File: src/rtl/lut_sxx_config_loader_if.sv
// Serial configuration link between a frame source and the SXX LUT config loader.
// The master drives the serial bits; the slave (loader) returns the assembled word and strobes.
interface lut_sxx_config_loader_if #(
    parameter int unsigned CFG_WIDTH = 33
);
    logic                 start;
    logic                 abort;
    logic                 bit_in;
    logic                 bit_valid;
    logic                 bit_ready;
    logic [CFG_WIDTH-1:0] config_in;
    logic                 config_en;
    logic                 busy;
    logic                 done;

    modport master (
        output start, abort, bit_in, bit_valid,
        input  bit_ready, config_in, config_en, busy, done
    );

    modport slave (
        input  start, abort, bit_in, bit_valid,
        output bit_ready, config_in, config_en, busy, done
    );
endinterface

File: src/rtl/lut_sxx_config_loader.sv
// Serial-to-parallel loader for a fracturable SXX LUT: shifts in one MSB-first frame,
// then issues a single-cycle commit strobe. Word MSB is the fracture (split) bit.
module lut_sxx_config_loader #(
    parameter int unsigned INPUTS    = 4,
    parameter int unsigned MEM_SIZE  = 1 << INPUTS,
    parameter int unsigned CFG_WIDTH = 2 * MEM_SIZE + 1
) (
    input  logic                     config_clk,
    input  logic                     config_rst,
    lut_sxx_config_loader_if.slave   cfg
);
    localparam int unsigned CNT_W = $clog2(CFG_WIDTH + 1);
    localparam logic [CNT_W-1:0] LAST_BIT = CNT_W'(CFG_WIDTH - 1);

    typedef enum logic [1:0] {
        IDLE   = 2'd0,
        SHIFT  = 2'd1,
        COMMIT = 2'd2
    } state_e;

    state_e               state_q;
    logic [CNT_W-1:0]     count_q;
    logic [CFG_WIDTH-1:0] config_in_q;
    logic                 bit_ready_q;
    logic                 config_en_q;
    logic                 done_q;
    logic                 busy_q;

    // All outputs are registered alongside the state so nothing combinational reaches the LUT.
    always_ff @(posedge config_clk or posedge config_rst) begin
        if (config_rst) begin
            state_q     <= IDLE;
            count_q     <= '0;
            config_in_q <= '0;
            bit_ready_q <= 1'b0;
            config_en_q <= 1'b0;
            done_q      <= 1'b0;
            busy_q      <= 1'b0;
        end else begin
            config_en_q <= 1'b0;
            done_q      <= 1'b0;
            case (state_q)
                IDLE: begin
                    if (cfg.start) begin
                        state_q     <= SHIFT;
                        count_q     <= '0;
                        bit_ready_q <= 1'b1;
                        busy_q      <= 1'b1;
                    end
                end
                SHIFT: begin
                    // Abort wins over a bit offered in the same cycle; partial word is kept.
                    if (cfg.abort) begin
                        state_q     <= IDLE;
                        count_q     <= '0;
                        bit_ready_q <= 1'b0;
                        busy_q      <= 1'b0;
                    end else if (cfg.bit_valid && bit_ready_q) begin
                        config_in_q <= {config_in_q[CFG_WIDTH-2:0], cfg.bit_in};
                        if (count_q == LAST_BIT) begin
                            state_q     <= COMMIT;
                            count_q     <= '0;
                            bit_ready_q <= 1'b0;
                            config_en_q <= 1'b1;
                            done_q      <= 1'b1;
                        end else begin
                            count_q <= count_q + CNT_W'(1);
                        end
                    end
                end
                COMMIT: begin
                    state_q <= IDLE;
                    busy_q  <= 1'b0;
                end
                default: begin
                    state_q     <= IDLE;
                    count_q     <= '0;
                    bit_ready_q <= 1'b0;
                    busy_q      <= 1'b0;
                end
            endcase
        end
    end

    assign cfg.bit_ready = bit_ready_q;
    assign cfg.config_in = config_in_q;
    assign cfg.config_en = config_en_q;
    assign cfg.done      = done_q;
    assign cfg.busy      = busy_q;
endmodule

File: src/flat_wrapper.sv
// flat-port wrapper written by rule: the top's interface ports become plain ports
module lut_sxx_config_loader_flat 
#(
    parameter int unsigned INPUTS    = 4,
    parameter int unsigned MEM_SIZE  = 1 << INPUTS,
    parameter int unsigned CFG_WIDTH = 2 * MEM_SIZE + 1
)
  (config_clk, config_rst, cfg_start, cfg_abort, cfg_bit_in, cfg_bit_valid, cfg_bit_ready, cfg_config_in, cfg_config_en, cfg_busy, cfg_done);
  lut_sxx_config_loader_if #(.CFG_WIDTH(CFG_WIDTH)) cfg_i ();
  input  logic config_clk;
  input  logic config_rst;
  input wire logic [$bits(cfg_i.start)-1:0] cfg_start;
  input wire logic [$bits(cfg_i.abort)-1:0] cfg_abort;
  input wire logic [$bits(cfg_i.bit_in)-1:0] cfg_bit_in;
  input wire logic [$bits(cfg_i.bit_valid)-1:0] cfg_bit_valid;
  output wire logic [$bits(cfg_i.bit_ready)-1:0] cfg_bit_ready;
  output wire logic [$bits(cfg_i.config_in)-1:0] cfg_config_in;
  output wire logic [$bits(cfg_i.config_en)-1:0] cfg_config_en;
  output wire logic [$bits(cfg_i.busy)-1:0] cfg_busy;
  output wire logic [$bits(cfg_i.done)-1:0] cfg_done;
  assign cfg_i.start = cfg_start;
  assign cfg_i.abort = cfg_abort;
  assign cfg_i.bit_in = cfg_bit_in;
  assign cfg_i.bit_valid = cfg_bit_valid;
  assign cfg_bit_ready = cfg_i.bit_ready;
  assign cfg_config_in = cfg_i.config_in;
  assign cfg_config_en = cfg_i.config_en;
  assign cfg_busy = cfg_i.busy;
  assign cfg_done = cfg_i.done;
  lut_sxx_config_loader #(.INPUTS(INPUTS), .MEM_SIZE(MEM_SIZE), .CFG_WIDTH(CFG_WIDTH)) u_core (.config_clk(config_clk), .config_rst(config_rst), .cfg(cfg_i));
endmodule
File: config.mk
export PLATFORM = sky130hd
export DESIGN_NAME = lut_sxx_config_loader_flat
export DESIGN_NICKNAME = d
export VERILOG_FILES = /design/src/rtl/lut_sxx_config_loader_if.sv /design/src/rtl/lut_sxx_config_loader.sv /design/src/flat_wrapper.sv
export SDC_FILE = /design/constraint.sdc
export NUM_CORES = 1
export LEC_CHECK = 0
export BUFFER_PORTS_ARGS = -buffer_cell sky130_fd_sc_hd__buf_2
export CORE_ASPECT_RATIO = 1.4
export CORE_UTILIZATION = 30
export CTS_CLUSTER_DIAMETER = 50
export DETAILED_ROUTE_END_ITERATION = 16
export PLACE_DENSITY = 0.49
export SYNTH_ARGS = -nofsm -noshare
export SYNTH_HDL_FRONTEND = slang
export SYNTH_SLANG_ARGS = --single-unit
File: constraint.sdc
create_clock -name config_clk -period 2.2 [get_ports config_clk]
set_clock_uncertainty 0.05 [all_clocks]
set_input_delay 0.33 -clock config_clk [delete_from_list [all_inputs] [get_ports config_clk]]
set_output_delay 0.33 -clock config_clk [all_outputs]
set_load 0.02 [all_outputs]
==> out/qor.csv, run 1 <==
metric,value,unit
layout.cells.most_common,dfrtp_1,
synth_seq_cells,44,
post_cts_resized,0,
cp_num_buf_inv,1,
worstPathRequired,2320,ps
leakagePower,1.18,nW
cts-root-buf,clkbuf_8,
clockBufferDepth,2,
gr-usage-all-layers,10.7,%
synth_cells,129,
layout_common_cells,"dfrtp_1, buf_2, mux2_2",
rsz0062_at_grt,false,
nets,183,
ys_types,27,
synth_edf_count,0,
cp-start-kind,flip-flop,
clock_latency,290,ps
cp-endpoint,u_core.cfg.config_in[22],
finalCriticalPeriod,1870,ps
die-area,0.00648,sq mm
cap_violations,0,
cp_slowest_cell,or3b_1,
drtIter0Drc,25,
worstPathArrival,1990,ps
ant_nets,0,
grt_max_degree,39,
ys_seq_area_share,59.6,%
path_cells,"or3b_1, nor2_8, buf_12, mux2_2",
syn_area_per_cell,14.3,sq um
rows,33,
power_density,792,mW/mm^2
path_depth,4,
fp.dieH,94.8,um
r2r_cells,4,
grt_first_pass_wirelength,5160,um
wirelength,3120,um
crit_path_start,u_core.state_q[0],
ir_drop,0.000291,V
vias_per_cell,4.72,
cp_max_fo,38,
drive_above_1_share,48.9,%
slowest_delay,530,ps
dr.pass1.iters,4,
grt_overflow_total,0,
htreeDepth,2,
cts_setup_buffers,0,
hpwl,2220,um
status,"finished, final reports clean",
hold_path_class,in -> reg,
reg2reg_from,u_core.state_q[0],
routabilityCongestion,0.759,
post-route-period-util,85.0,%
synthArstFlopShare,100,%
vias,1161,
setup_tns,0,ps
yosys_warnings,0,
drv_slew,0,
ys.flop_type,dfrtp_1,
setup_viol,0,
syn_area,0.00185,sq mm
post-route-drc-count,0,
regToRegSetupSlack,330,ps
start_util,31.3,%
diodes,0,
tightest_slew,589,ps
port-buffer-count,42,
wl_per_cell,12.7,um
relSlewSlack,60.5,%
fillers,592,
ios,43,
path_delay_family,simple AND/OR/NAND/NOR gates,
clock-sinks,44,
worst-setup-path-type,reg -> reg,
end_kind,flip-flop,
r2r_end,u_core.cfg.config_in[22],
clk_pin_slew,80,ps
cts_tree,done,
hold_start,cfg_bit_in,
whs,226,ps
grt_pass1_vias,1145,
fp.dieW,68.3,um
cts_made_buffers,5,
core_area,0.00590,sq mm
synthToLayoutAreaGrowth,19.3,%
antenna_found_initial,0,
fmax,0.535,GHz
synthesis.nets,137,
finalHoldViolCount,0,
report_power, final:
part | total (mW) | internal, mW | leakage [nW] | switching (mW)
logic | 0.250 | 0.101 | 0.520 | 0.149
registers | 0.906 | 0.862 | 0.603 | 0.0440
clock network | 0.589 | 0.337 | 0.0552 | 0.252
logic make-up after synthesis:
group | after synthesis | synth area share, %
and+or+nand+nor | 23 | 7.45
AOI/OAI and AO/OA | 15 | 4.81
buffers and inverters | 10 | 5.49
muxes | 35 | 21.3
adders and majority gates | 2 | 1.35
DFF | 44 | 59.6
area by class of cell:
type	instances	area, sq um	share of cell area [%]
Sequential cell	44	1100	50.0
Clock buffer	6	72.6	3.29
Inverter	4	15.0	0.681
Multi-Input combinational cell	75	644	29.2
Timing Repair Buffer	45	248	11.2
Tap cell	70	87.6	3.98
Clock inverter	2	35.0	1.59
repair_timing:
action	4_1_cts	5_1_grt
endpoints found under the hold margin	16	0
hold buffers	1	0
endpoints found under the setup margin	0	0
Yosys cell counts (2+ instances only):
master,instances,area [sq um]
ha_1,2,25.0
nand2_1,3,11.3
mux2_2,34,383
dfrtp_1,44,1100
buf_4,2,15.0
o21ai_0,5,25.0
nor3_1,3,15.0
nor2_1,2,7.51
buf_12,3,60.1
inv_1,4,15.0
nand4_1,2,12.5
o21ai_1,3,15.0
nand2b_1,2,12.5
a31oi_1,2,12.5
nand3_1,6,30.0
through the flow:
stage,instance area [sq um],cells,total power [mW],util (%),worst slack (ps)
after detailed placement,2090,237,1.18,35.3,297
after CTS,2200,246,1.78,37.3,328
after floorplan,1850,129,1.10,-,485
after global routing,2200,246,1.83,37.3,238
after global placement,2090,237,1.17,35.3,330
final,2200,246,1.75,37.3,329
sequential cells by signal (all words and copies together), names as in the netlist:
register and count:
u_core.cfg.config_in 33, u_core.count_q 6, u_core.state_q 2, u_core.cfg.bit_ready 1
u_core.cfg.busy 1, u_core.cfg.config_en 1
worst min path at each step:
stage	end	slack, ps	cells after the start
2_1_floorplan	u_core.cfg.busy	400	1
3_3_place_gp	u_core.cfg.config_in[0]	290	2
3_5_place_dp	u_core.cfg.config_in[1]	300	2
4_1_cts	u_core.cfg.config_in[0]	220	2
5_1_grt	u_core.cfg.config_in[0]	220	2
6_report	u_core.cfg.config_in[0]	230	2
layer usage:
metal	global-route usage, %	up-vias	wire length (um)
li1	-	551	-
met1	12.6	577	1340
met2	17.3	25	1590
met3	2.90	8	125
met4	5.21	0	67
met5	0	-	0
Note: power is estimated with default switching activity, not from simulation.
==> run 2: changes to the inputs <==
==> constraint.sdc (replaced) <==
create_clock -name config_clk -period 2.2 [get_ports config_clk]
set_clock_uncertainty 0.05 [all_clocks]
set_input_delay 0.22 -clock config_clk [delete_from_list [all_inputs] [get_ports config_clk]]
set_output_delay 0.22 -clock config_clk [all_outputs]
set_load 0.02 [all_outputs]
==> run 2 against run 1 <==
- global-route usage grew 0.70 points
- clock power grew 6.6%
- worst setup slack lost 85 ps
- critical endpoint unchanged
==> out/qor.csv, run 2 (synthesis gave the netlist of run 1 again) <==
metric,value,unit
clk_pin_slew,80,ps
grt_pass1_vias,1175,
multi_input_area,644,sq um
worstPathRequired,2320,ps
layout_common_cells,"dfrtp_1, buf_2, mux2_2",
path_delay_family,simple AND/OR/NAND/NOR gates,
power_density,801,mW/mm^2
post-route-period-util,88.9,%
worstPathArrival,2080,ps
grt_first_pass_wirelength,5420,um
ant_nets,0,
fmax,0.511,GHz
cts_tree,done,
leakagePower,1.19,nW
layout.cells.most_common,dfrtp_1,
grt_overflow_total,0,
fp.dieH,94.8,um
vias,1164,
hold_path_class,in -> reg,
fillers,595,
synthToLayoutAreaGrowth,20.7,%
finalHoldViolCount,0,
tightest_slew,829,ps
setup_viol,0,
slowest_delay,520,ps
finish.utilization,37.8,%
finalCriticalPeriod,1960,ps
vias_per_cell,4.73,
drv_slew,0,
end_kind,flip-flop,
post-route-drc-count,0,
grt_max_degree,29,
rsz0062_at_grt,false,
start_util,31.3,%
largest_reg_flops,33,
clock_latency,290,ps
clock-sinks,44,
die-area,0.00648,sq mm
ir_drop,0.000350,V
post_cts_resized,0,
regToRegSetupSlack,240,ps
cp-start-kind,flip-flop,
relSlewSlack,44.4,%
wl_per_cell,12.8,um
clockBufferDepth,2,
wirelength,3150,um
hpwl,2260,um
htreeDepth,2,
nets,183,
cap_violations,0,
cts-root-buf,clkbuf_8,
drive_above_1_share,49.4,%
port-buffer-count,42,
dr.pass1.iters,4,
antenna_found_initial,0,
cp_slowest_cell,or3b_1,
fp.dieW,68.3,um
diodes,0,
ios,43,
path_cells,"or3b_1, nor2_8, buf_12, mux2_2",
total_power,1.79,mW
core_area,0.00590,sq mm
regArea,0.00110,sq mm
rows,33,
cp_num_buf_inv,1,
gr-usage-all-layers,11.4,%
worst-setup-path-type,reg -> reg,
setup_tns,0,ps
drtIter0Drc,26,
cp_max_fo,28,
routabilityCongestion,0.742,
cts_made_buffers,5,
status,"finished, final reports clean",
run 2: power breakdown:
part           total [mW]  leakage [nW]  switching [mW]  internal (mW)
Clock               0.628        0.0614           0.257          0.371
Sequential          0.904         0.603          0.0414          0.862
Combinational       0.255         0.525           0.151          0.104
run 2: repair_timing:
item | in CTS | in global routing
buffers inserted | 0 | 0
hold buffers | 1 | 0
hold endpoints to repair | 21 | 0
run 2: stage by stage:
stage | cell area [sq um] | worst slack (ps) | hold slack [ps] | std cells
6_report | 2230 | 244 | 113 | 246
5_1_grt | 2230 | 159 | 108 | 246
4_1_cts | 2230 | 236 | 104 | 246
3_5_place_dp | 2100 | 247 | 262 | 237
3_3_place_gp | 2100 | 286 | 268 | 237
2_1_floorplan | 1850 | 485 | 322 | 129
run 2: worst paths after layout:
path                                             to              start  cells past startpoint
max                        u_core.cfg.config_in[22]  u_core.state_q[1]                      4
min                         u_core.cfg.config_in[0]         cfg_bit_in                      2
max reg2reg                u_core.cfg.config_in[22]  u_core.state_q[1]                      4
min reg2reg                         u_core.cfg.busy  u_core.state_q[1]                      1
max in group asynchronous  u_core.cfg.config_in[21]         config_rst                      4
min in group asynchronous   u_core.cfg.config_in[2]         config_rst                      3
run 2: final cells by class:
cell class | instances | area share, %
flip-flops and latches | 44 | 49.4
multi-input cells | 75 | 28.9
repair buffers | 45 | 11.7
well taps | 70 | 3.93
clock buffers | 6 | 3.70
clock inverters | 2 | 1.74
inverters | 4 | 0.673
run 2: per-layer routing:
layer | up-vias | global-route usage [%] | part of all wire, %
li1 | 553 | - | -
met1 | 582 | 13.7 | 40
met2 | 25 | 17.8 | 52
met3 | 4 | 3.14 | 5.1
met4 | 0 | 6.25 | 2.3
met5 | - | 0 | 0
